## config.mk

```make
export PLATFORM = sky130hd
export DESIGN_NAME = if_id_stage_flat
export DESIGN_NICKNAME = d
export VERILOG_FILES = /design/src/rtl/riscv_pkg.sv /design/src/rtl/if_id_stage_if.sv /design/src/rtl/sat_counter.sv /design/src/rtl/if_id_stage.sv /design/src/flat_wrapper.sv
export SDC_FILE = /design/constraint.sdc
export NUM_CORES = 1
export LEC_CHECK = 0
export CAP_MARGIN = 20
export CORE_ASPECT_RATIO = 1.75
export CORE_MARGIN = 3
export CORE_UTILIZATION = 46
export DETAILED_ROUTE_END_ITERATION = 10
export PLACE_DENSITY = 0.83
export SYNTH_ARGS = -nofsm -noshare
export SYNTH_HDL_FRONTEND = slang
export SYNTH_SLANG_ARGS = --single-unit
```

## constraint.sdc

```tcl
create_clock -name clk_i -period 2 [get_ports clk_i]
set_input_delay 0.3 -clock clk_i [delete_from_list [all_inputs] [get_ports clk_i]]
set_output_delay 0.3 -clock clk_i [all_outputs]
set_load 0.01 [all_outputs]
```

## src/rtl/riscv_pkg.sv

```systemverilog
// Shared RISC-V pipeline constants used by the fetch front end and its bench.
package riscv_pkg;

    localparam int XLEN = 32;
    localparam logic [XLEN-1:0] PC_INCR   = 32'd4;
    localparam logic [XLEN-1:0] NOP_INSTR = 32'h0000_0013;

endpackage

```

## src/rtl/if_id_stage_if.sv

```systemverilog
// Hazard/redirect controls, instruction memory link and IF/ID outputs of the fetch stage.
interface if_id_stage_if #(
    parameter int CNT_W = 16
);
    import riscv_pkg::*;

    logic            PCWrite_i;
    logic            Stall_i;
    logic            Flush_i;
    logic [XLEN-1:0] BranchTarget_i;
    logic [XLEN-1:0] instr_i;
    logic [XLEN-1:0] instr_addr_o;
    logic [XLEN-1:0] IF_ID_PC_o;
    logic [XLEN-1:0] IF_ID_Instr_o;
    logic            IF_ID_Valid_o;
    logic [CNT_W-1:0] StallCount_o;
    logic [CNT_W-1:0] FlushCount_o;

    modport master (
        output PCWrite_i, Stall_i, Flush_i, BranchTarget_i, instr_i,
        input  instr_addr_o, IF_ID_PC_o, IF_ID_Instr_o, IF_ID_Valid_o,
        input  StallCount_o, FlushCount_o
    );

    modport slave (
        input  PCWrite_i, Stall_i, Flush_i, BranchTarget_i, instr_i,
        output instr_addr_o, IF_ID_PC_o, IF_ID_Instr_o, IF_ID_Valid_o,
        output StallCount_o, FlushCount_o
    );

endinterface

```

## src/rtl/sat_counter.sv

```systemverilog
// Event counter that sticks at all-ones instead of wrapping.
module sat_counter #(
    parameter int W = 16
) (
    input  logic         clk_i,
    input  logic         rst_i,
    input  logic         inc_i,
    output logic [W-1:0] count_o
);

    function automatic logic [W-1:0] sat_inc(input logic [W-1:0] val);
        if (&val)
            return val;
        return val + 1'b1;
    endfunction

    always_ff @(posedge clk_i or negedge rst_i) begin
        if (!rst_i)
            count_o <= '0;
        else if (inc_i)
            count_o <= sat_inc(count_o);
    end

endmodule

```

## src/rtl/if_id_stage.sv

```systemverilog
// Fetch front end: PC register with branch redirect, IF/ID register, stall/flush counters.
module if_id_stage #(
    parameter logic [31:0] RESET_PC  = 32'h0000_0000,
    parameter int          CNT_W     = 16,
    parameter logic [31:0] NOP_INSTR = riscv_pkg::NOP_INSTR
) (
    input  logic         clk_i,
    input  logic         rst_i,
    if_id_stage_if.slave bus
);
    import riscv_pkg::*;

    logic [XLEN-1:0] pc_p0;
    logic [XLEN-1:0] pc_nxt;
    logic [XLEN-1:0] pc_p1;
    logic [XLEN-1:0] instr_p1;
    logic            vld_p1;
    logic            eff_flush;

    // A stalled branch is re-resolved once load data arrives, so stall masks flush.
    assign eff_flush = bus.Flush_i & ~bus.Stall_i;

    always_comb begin
        pc_nxt = pc_p0 + PC_INCR;
        if (!bus.PCWrite_i)
            pc_nxt = pc_p0;
        else if (eff_flush)
            pc_nxt = bus.BranchTarget_i;
    end

    // Stage p0: program counter
    always_ff @(posedge clk_i or negedge rst_i) begin
        if (!rst_i)
            pc_p0 <= RESET_PC;
        else
            pc_p0 <= pc_nxt;
    end

    // Stage p1: IF/ID register
    always_ff @(posedge clk_i or negedge rst_i) begin
        if (!rst_i) begin
            pc_p1    <= '0;
            instr_p1 <= NOP_INSTR;
            vld_p1   <= 1'b0;
        end else if (bus.Stall_i) begin
            pc_p1    <= pc_p1;
            instr_p1 <= instr_p1;
            vld_p1   <= vld_p1;
        end else if (eff_flush) begin
            pc_p1    <= '0;
            instr_p1 <= NOP_INSTR;
            vld_p1   <= 1'b0;
        end else begin
            pc_p1    <= pc_p0;
            instr_p1 <= bus.instr_i;
            vld_p1   <= 1'b1;
        end
    end

    assign bus.instr_addr_o  = pc_p0;
    assign bus.IF_ID_PC_o    = pc_p1;
    assign bus.IF_ID_Instr_o = instr_p1;
    assign bus.IF_ID_Valid_o = vld_p1;

    sat_counter #(.W(CNT_W)) u_stall_cnt (
        .clk_i   (clk_i),
        .rst_i   (rst_i),
        .inc_i   (bus.Stall_i),
        .count_o (bus.StallCount_o)
    );

    sat_counter #(.W(CNT_W)) u_flush_cnt (
        .clk_i   (clk_i),
        .rst_i   (rst_i),
        .inc_i   (eff_flush),
        .count_o (bus.FlushCount_o)
    );

endmodule

```

## src/flat_wrapper.sv

```systemverilog
// flat-port wrapper written by rule: the top's interface ports become plain ports
module if_id_stage_flat import riscv_pkg::*;
#(
    parameter logic [31:0] RESET_PC  = 32'h0000_0000,
    parameter int          CNT_W     = 16,
    parameter logic [31:0] NOP_INSTR = riscv_pkg::NOP_INSTR
)
  (clk_i, rst_i, bus_PCWrite_i, bus_Stall_i, bus_Flush_i, bus_BranchTarget_i, bus_instr_i, bus_instr_addr_o, bus_IF_ID_PC_o, bus_IF_ID_Instr_o, bus_IF_ID_Valid_o, bus_StallCount_o, bus_FlushCount_o);
  if_id_stage_if #(.CNT_W(CNT_W)) bus_i ();
  input  logic clk_i;
  input  logic rst_i;
  input wire logic [$bits(bus_i.PCWrite_i)-1:0] bus_PCWrite_i;
  input wire logic [$bits(bus_i.Stall_i)-1:0] bus_Stall_i;
  input wire logic [$bits(bus_i.Flush_i)-1:0] bus_Flush_i;
  input wire logic [$bits(bus_i.BranchTarget_i)-1:0] bus_BranchTarget_i;
  input wire logic [$bits(bus_i.instr_i)-1:0] bus_instr_i;
  output wire logic [$bits(bus_i.instr_addr_o)-1:0] bus_instr_addr_o;
  output wire logic [$bits(bus_i.IF_ID_PC_o)-1:0] bus_IF_ID_PC_o;
  output wire logic [$bits(bus_i.IF_ID_Instr_o)-1:0] bus_IF_ID_Instr_o;
  output wire logic [$bits(bus_i.IF_ID_Valid_o)-1:0] bus_IF_ID_Valid_o;
  output wire logic [$bits(bus_i.StallCount_o)-1:0] bus_StallCount_o;
  output wire logic [$bits(bus_i.FlushCount_o)-1:0] bus_FlushCount_o;
  assign bus_i.PCWrite_i = bus_PCWrite_i;
  assign bus_i.Stall_i = bus_Stall_i;
  assign bus_i.Flush_i = bus_Flush_i;
  assign bus_i.BranchTarget_i = bus_BranchTarget_i;
  assign bus_i.instr_i = bus_instr_i;
  assign bus_instr_addr_o = bus_i.instr_addr_o;
  assign bus_IF_ID_PC_o = bus_i.IF_ID_PC_o;
  assign bus_IF_ID_Instr_o = bus_i.IF_ID_Instr_o;
  assign bus_IF_ID_Valid_o = bus_i.IF_ID_Valid_o;
  assign bus_StallCount_o = bus_i.StallCount_o;
  assign bus_FlushCount_o = bus_i.FlushCount_o;
  if_id_stage #(.RESET_PC(RESET_PC), .CNT_W(CNT_W), .NOP_INSTR(NOP_INSTR)) u_core (.clk_i(clk_i), .rst_i(rst_i), .bus(bus_i));
endmodule
```

* Word level (Yosys, flattened, before mapping)
Index checks and enable logic that the tools add are counted.
Storage, ports and cells: word-level logic and storage cells 27, register bits after elaboration 129, input bits 69, output and inout bits 129
Cells by class: mux-type cells 10, bitwise operators 2, reductions and logical operators 4, $add $sub $neg 3, equality and inequality tests 2
Operators by type and width (count):
- 32-bit 2-to-1 mux | 3
- 16-bit by 1-bit adder with 16-bit output (second input constant) | 2
- 32-bit by 3-bit adder with 32-bit output (second input constant) | 1
- 16-bit 2-to-1 mux | 2
- 16-bit AND reduction | 2
- 1-bit 2-to-1 mux | 5
- 2-bit != test (second input constant) | 2
- 2-bit AND reduction | 2
- 1-bit AND | 1
- 1-bit NOT | 1

* Depth between registers and ports, before layout
Gate-level depths: netlist (run 1).
word-level depth 5, depth in mapped cells 7

* By module
Synthesis (run 1) repeated with hierarchy kept, for this count alone.
Unflattened totals: cells, all modules 662, area, all modules 6291.0 um^2
By module, submodules not included:
- if_id_stage | instances 1, sequential area each 2431.1 um^2, area each 4609.4 um^2, cells each 512
- sat_counter | instances 2, sequential area each 400.4 um^2, area each 840.8 um^2, cells each 75

* Worst setup path before layout (run 1)
OpenSTA, ideal clock, no wires.
path type reg-to-reg, from register u_core.pc_p0[2] (netlist: u_core.bus.instr_addr_o[2]), to register u_core.pc_p0[22] (netlist: u_core.bus.instr_addr_o[22]), data required time 1.869 ns, setup time 0.131 ns, clock period less this slack 1.887 ns, arrival time 1.756 ns, setup slack 0.113 ns, cell stages (with the launch flop) 7, path through dfrtp_1 > ha_1 > nand3_1 > nor2_4 > nand3_2 > o211a_1 > or3_1
On the way: word-level cells in the longest chain between the ends 2
Ends and longest elaborated chain:
- start: declaration | RTL line if_id_stage.sv:13 | logic [XLEN-1:0] pc_p0;
- start signal: assignment | RTL line if_id_stage.sv:36 | pc_p0 <= pc_nxt;
- 32-bit by 3-bit adder with 32-bit output | RTL line if_id_stage.sv:24 | pc_nxt = pc_p0 + PC_INCR;
- 32-bit 2-to-1 mux | RTL line if_id_stage.sv:27 | else if (eff_flush)
No other way between the ends. A chain may end at the register's enable or synchronous reset.

* Worst setup path in the final report (run 1)
from register u_core.pc_p0[11] (netlist: u_core.bus.instr_addr_o[11]), to register u_core.pc_p0[30] (netlist: u_core.bus.instr_addr_o[30])
The elaborated chain is that of the path after synthesis.

==> flow_summary.json, run 1 <==
{
  "required_ps": 2300,
  "die_w_um": 91.9,
  "clock.fmax_ghz": 0.534,
  "cp_num_buf_inv": 0,
  "hold_viol_final": 0,
  "synthAdderAreaFrac_pct": 0.632,
  "rrSetupSlack_ps": 130,
  "nFillCells": 943,
  "start_util_pct": 47.3,
  "hpwlAfterDp_mm": 13.3,
  "cts_tree": "built",
  "preCtsSetupSlack_ps": -58.4,
  "async_flop_share_pct": 100,
  "synthMuxAreaShare_pct": 1.62,
  "drt_pass1_iterations": 5,
  "p_comb_share_pct": 25.4,
  "grt_overflow": 0,
  "hold_start": "bus_Stall_i",
  "gp_congestion": 0.904,
  "crit_type": "flip-flop to flip-flop",
  "post-route-period-util_pct": 93.6,
  "diodes": 0,
  "hold_path_depth": 2,
  "clock-root-buffer": "clkbuf_16",
  "drt_iter0_drc": 219,
  "p_per_area_mw_per_mm2": 995,
  "clk_latency_ps": 410,
  "routedWlPerCell_um": 18.2,
  "slew_viol_final": 0,
  "postCtsSetupRepairBufs": 0,
  "clockPowerShare_pct": 35.7,
  "p_total_w": 0.00889,
  "switching_power_w": 0.00264,
  "avgSynthCellArea_um2": 10.1,
  "finalSetupViolCount": 0,
  "fin_crit_ps": 1870,
  "multi_input_area_mm2": 0.00256,
  "grt_usage_pct": 25.1,
  "syn_area_mm2": 0.00594,
  "reg2reg_to": "u_core.bus.instr_addr_o[30]",
  "startpoint_type": "flip-flop",
  "ios": 198,
  "seq_power_share_pct": 38.9,
  "fp-row-count": 54,
  "skew_ps": 9.60,
  "synth-seq-cells": 129,
  "crit_family": "simple AND/OR/NAND/NOR gates",
  "synth_top_family_by_area": "simple AND/OR/NAND/NOR gates",
  "core_area_mm2": 0.0126,
  "holdPathEnd": "u_core.bus.IF_ID_Valid_o",
  "finalWirelength_mm": 18.0,
  "vias": 5557,
  "max_cap_violations": 0,
  "layout_commonest_cell": "clkdlybuf4s50_1",
  "vias_per_cell": 5.64,
  "slew-limit-headroom_pct": 67.6,
  "netlist_instances": 586,
  "antenna_found_initial": 0,
  "ys_warn_count": 0,
  "synth_simple_gate_area_share_pct": 19.2,
  "cts_buffers": 17,
  "synth_nets": 658,
  "synth_xor_xnor_area_share_pct": 3.09,
  "cts_htree_levels": 4,
  "grt_pass1_vias": 5720,
  "crit_path_max_incr_delay_ps": 500,
  "outcome": "complete, no violations",
  "synth_top_area_cell": "dfrtp_1",
  "clock_path_buffers": 2,
  "irDropWorstVdd_mv": 0.662,
  "setup_tns_ps": 0,
  "path_clk_slew_ps": 60,
  "switching_share_pct": 29.7,
  "drc": 0,
  "yosysTopAreaCellShare_pct": 53.1,
  "yosysSeqAreaShare_pct": 54.4,
  "dieArea_mm2": 0.0144,
  "worstReg2RegStart": "u_core.bus.instr_addr_o[11]",
  "ys.flop_type": "dfrtp_1",
  "cp.arrival_ps": 2170,
  "antenna_left": 0,
  "syn_to_final_growth_pct": 50.2,
  "final.setup.worst_slack_ps": 129,
  "rsz0062_at_grt": "no",
  "hold_path.class": "primary input to flip-flop",
  "clock_sink_count": 129,
  "cpMaxStageDelayCell": "dfrtp_1",
  "drive_gt1_share_pct": 11.4,
  "reg2regPathDepth": 5,
  "final_cell_mix": "195 x clkdlybuf4s50_1, 126 x dfrtp_1, 69 x nand2_1",
  "p_leak_nw": 3.78,
  "synthTopCellsByArea": "dfrtp_1 53%, a22o_1 5.2%, nand2_1 4.4%, o21ai_0 3.8%, a21oi_1 3.2%",
  "synth_edf_count": 0,
  "fp.dieH_um": 156,
  "grt_pass1_wl_mm": 28.7,
  "synth_compound_area_share_pct": 18.5,
  "worstPathCellList": "nand3_4, nor4_4, and3_2, a311oi_1, a311oi_2",
  "layout.nets": 876,
  "ys_types": 58,
  "cp_max_fo": 6,
  "worst_pin_slew_ps": 486,
  "regArea_mm2": 0.00323,
  "p_int_w": 0.00624,
  "io_buffers": 197,
  "cp-end-kind": "flip-flop",
  "grt_max_degree": 56
}
[cell usage after synthesis (4+ instances only)]
cell / instances
dfrtp_1: 126
nand2_1: 69
o21ai_0: 45
a21oi_1: 38
a22o_1: 35
nand3_1: 34
clkbuf_1: 32
nor2_1: 30
nand2b_1: 24
xnor2_1: 14
nand4_1: 13
or3_1: 10
and3_1: 9
nor3_1: 9
o22ai_1: 8
a2bb2oi_1: 7
xor2_1: 7
inv_1: 6
mux2_2: 5
a31oi_1: 4
mux2i_1: 4
o211ai_1: 4
o31ai_1: 4
[worst max path at each step]
stage                                      from                             end  slack, ps  cells after the start
floorplan            u_core.bus.instr_addr_o[2]     u_core.bus.instr_addr_o[22]        110                      6
global placement                    bus_Flush_i  u_core.u_flush_cnt.count_o[12]        -20                      6
detailed placement                  bus_Flush_i  u_core.u_flush_cnt.count_o[12]        -60                      6
CTS                 u_core.bus.instr_addr_o[11]     u_core.bus.instr_addr_o[30]        130                      5
global route        u_core.bus.instr_addr_o[11]     u_core.bus.instr_addr_o[28]         30                      5
finish              u_core.bus.instr_addr_o[11]     u_core.bus.instr_addr_o[30]        130                      5
[area by class of cell]
type	instances	share of cell area [%]
clock inverter	14	1.98
timing repair buffer	233	25.7
tap	168	2.35
sequential	129	36.2
multi-input combinational	417	28.7
clock buffer	18	4.81
inverter	6	0.252
[registers in the layout, indices dropped and copies added (netlist names)]
name / flops
u_core.bus.IF_ID_PC_o: 32
u_core.bus.IF_ID_Valid_o: 1
u_core.bus.instr_addr_o: 32
u_core.u_flush_cnt.count_o: 16
u_core.bus.IF_ID_Instr_o: 32
u_core.u_stall_cnt.count_o: 16
[stage by stage]
stage / cell area [µm²] / cells / util (%) / hold WS [ps]
after floorplan: 5940 / 586 / - / 4.41
after global placement: 8310 / 952 / 66.1 / 235
after detailed placement: 8310 / 952 / 66.1 / 238
after CTS: 8930 / 985 / 71.0 / 240
after global routing: 8930 / 985 / 71.0 / 271
final: 8930 / 985 / 71.0 / 249
[logic make-up after synthesis]
| logic type | after synthesis |
|---|---|
| flops | 129 |
| compound gates | 165 |
| mux | 9 |
| xor+xnor | 21 |
| simple gates | 219 |
| buf+inv | 40 |
| fa+ha+maj | 3 |
[layer usage]
layer / wire, µm / vias to the layer above / GRT usage [%]
met4: 406 / 0 / 9.00
met2: 9760 / 238 / 46.0
met1: 6680 / 2712 / 28.6
met3: 1130 / 38 / 5.34
met5: 0 / - / 0
li1: - / 2569 / -
[power groups by stage]
| stage | combinational [W] | clock [W] | sequential, W |
|---|---|---|---|
| 2_1_floorplan | 0.000698 | 0 | 0.00363 |
| 6_report | 0.00226 | 0.00317 | 0.00345 |
| 3_5_place_dp | 0.00226 | 0 | 0.00349 |
| 4_1_cts | 0.00228 | 0.00322 | 0.00345 |
| 3_3_place_gp | 0.00220 | 0 | 0.00346 |
| 5_1_grt | 0.00244 | 0.00333 | 0.00352 |
[timing repair]
action,CTS,global route
hold endpoints to repair,35,0
hold buffers,1,0
resized for setup,0,0
[worst reg2reg max path, delay by kind of cell, from the launching register on]
| family | cells | cell delay, ps |
|---|---|---|
| AO/OA/AOI/OAI | 2 | 390 |
| AND/OR/NAND/NOR | 3 | 880 |
| flip-flops | 1 | 500 |
(Power assumes the default switching activity.)
==> inputs of run 2 (changes only) <==
--- a/config.mk
+++ b/config.mk
@@ -10,6 +10,7 @@
 export CORE_MARGIN = 3
 export CORE_UTILIZATION = 46
 export DETAILED_ROUTE_END_ITERATION = 10
+export GPL_ROUTABILITY_DRIVEN = 0
 export PLACE_DENSITY = 0.83
 export SYNTH_ARGS = -nofsm -noshare
 export SYNTH_HDL_FRONTEND = slang
==> results of run 2 <==
No change in the layout: final DEF, timing and power equal those of run 1.
==> inputs of run 3 (changes only) <==
--- a/config.mk
+++ b/config.mk
@@ -11,6 +11,8 @@
 export CORE_UTILIZATION = 46
 export DETAILED_ROUTE_END_ITERATION = 10
 export GPL_ROUTABILITY_DRIVEN = 0
+export GPL_TIMING_DRIVEN = 0
+export HOLD_SLACK_MARGIN = 0.03
 export PLACE_DENSITY = 0.83
 export SYNTH_ARGS = -nofsm -noshare
 export SYNTH_HDL_FRONTEND = slang
==> run 3 against run 2 <==
Net effect:
- sequential power grew 3%
- sequential share of layout area grew 0.57 points
- power shrank 1.5%
- setup slack lost 43 ps
- register-to-register slack lost 40 ps
- critical path type unchanged
- highest routed layer unchanged
==> flow_summary.json, run 3 (synthesized netlist as in run 1, its figures left out) <==
{
  "finalWirelength_mm": 18.9,
  "reg2reg_to": "u_core.bus.instr_addr_o[22]",
  "top_usage_layer": "met2",
  "final_cell_mix": "195 x clkdlybuf4s50_1, 123 x dfrtp_1, 69 x nand2_1",
  "path_clk_slew_ps": 60,
  "worst_pin_slew_ps": 612,
  "cp.arrival_ps": 2190,
  "rrSetupSlack_ps": 90,
  "io_buffers": 196,
  "drc": 0,
  "regArea_mm2": 0.00324,
  "routedWlPerCell_um": 19.2,
  "cp-end-kind": "flip-flop",
  "crit_start": "u_core.bus.instr_addr_o[2]",
  "rsz0062_at_grt": "no",
  "slew-limit-headroom_pct": 59.2,
  "cts_tree": "built",
  "worstReg2RegStart": "u_core.bus.instr_addr_o[2]",
  "grt_usage_pct": 26.9,
  "ios": 198,
  "antenna_found_initial": 0,
  "antenna_left": 0,
  "hold_path.class": "primary input to async pin",
  "setup_tns_ps": 0,
  "finalSetupViolCount": 0,
  "met1_usage_pct": 28.6,
  "clock.fmax_ghz": 0.522,
  "dpl_cell_area_mm2": 0.00814,
  "skew_ps": 11.0,
  "fp-row-count": 54,
  "vias_per_cell": 5.74,
  "outcome": "complete, no violations",
  "nFillCells": 984,
  "placed_cells": 951,
  "required_ps": 2280,
  "vias": 5658,
  "grt_util_met2_pct": 48.2,
  "die_w_um": 91.9,
  "multi_input_area_mm2": 0.00260,
  "drt_pass1_iterations": 6,
  "clk_latency_ps": 410,
  "drt_iter0_drc": 293,
  "reg2regPathDepth": 6,
  "grt_overflow": 0,
  "instances_no_fill": 985,
  "cts_htree_levels": 4,
  "fp.dieH_um": 156,
  "p_total_w": 0.00876,
  "hpwlAfterDp_mm": 14.0,
  "post-route-period-util_pct": 95.7,
  "grt_max_degree": 78,
  "start_util_pct": 47.3,
  "drive_gt1_share_pct": 8.20,
  "max_cap_violations": 0,
  "grtUsageMet3_pct": 6.97,
  "slew_viol_final": 0,
  "hold_viol_final": 0,
  "syn_to_final_growth_pct": 48.1,
  "clock-root-buffer": "clkbuf_16",
  "startpoint_type": "flip-flop",
  "core_area_mm2": 0.0126,
  "layout_commonest_cell": "clkdlybuf4s50_1",
  "cts_buffers": 17,
  "fin_area_mm2": 0.00880,
  "p_per_area_mw_per_mm2": 995,
  "layout.nets": 877,
  "grt_pass1_vias": 6009,
  "clock_sink_count": 129,
  "crit_type": "flip-flop to flip-flop",
  "grt_pass1_wl_mm": 30.4,
  "cp_max_fo": 7,
  "irDropWorstVdd_mv": 0.579,
  "dieArea_mm2": 0.0144,
  "diodes": 0,
  "p_leak_nw": 3.67,
  "clock_path_buffers": 2,
  "fin_crit_ps": 1910
}
## run 3: cell types whose count changed in the layout (fill, tap and decap cells not counted), sizes merged
cell / before / now
inv: 11 / 6
clkinv: 4 / 6
clkbuf: 18 / 52
buf: 37 / 6
## run 3: repair_timing
item,CTS,global route
hold endpoints to repair,49,0
buffers inserted,2,0
setup endpoints to repair,17,20
gates resized for setup,5,11
pin swaps,1,0
hold buffers,1,0
## run 3: power by group
group	switching [W]	total, W	leakage (nW)	internal (W)
sequential	0.000530	0.00354	1.62	0.00301
combinational	0.000942	0.00211	1.77	0.00117
clock	0.00112	0.00310	0.285	0.00197
total	0.00260	0.00876	3.67	0.00616
## run 3: worst max-delay path by stage
stage,endpoint,slack [ps]
floorplan,u_core.bus.instr_addr_o[22],110
global placement,u_core.u_flush_cnt.count_o[7],-4210
detailed placement,u_core.bus.instr_addr_o[10],-660
CTS,u_core.u_flush_cnt.count_o[15],20
global route,u_core.bus.instr_addr_o[30],4
finish,u_core.bus.instr_addr_o[22],90
## run 3: metrics by stage
stage	hold WS [ps]	util, %	setup slack (ps)
floorplan	4.41	-	113
global placement	468	64.6	-4210
detailed placement	291	64.8	-659
CTS	420	69.8	24.8
global route	452	70.0	3.51
finish	417	70.0	85.9
## run 3: layout make-up
cell class              count  area share, %
flip-flops and latches    129           36.8
multi-input cells         417           29.5
repair buffers            200           22.9
clock buffers              20           5.08
well taps                 168           2.39
clock inverters            11           1.58
plain buffers              34           1.54
inverters                   6          0.256
## run 3: per-layer routing
metal | vias to the layer above | wire length, µm
li1 | 2571 | -
met3 | 62 | 1390
met5 | - | 0
met1 | 2707 | 6680
met2 | 318 | 10100
met4 | 0 | 749
## run 3: worst max-delay path, cell delays in order (launching register included)
cell and delay (ps):
dfrtp_2 440, ha_2 230, nand3_2 170, nor2_4 180
nand3_2 160, o211a_1 240, or3_1 360
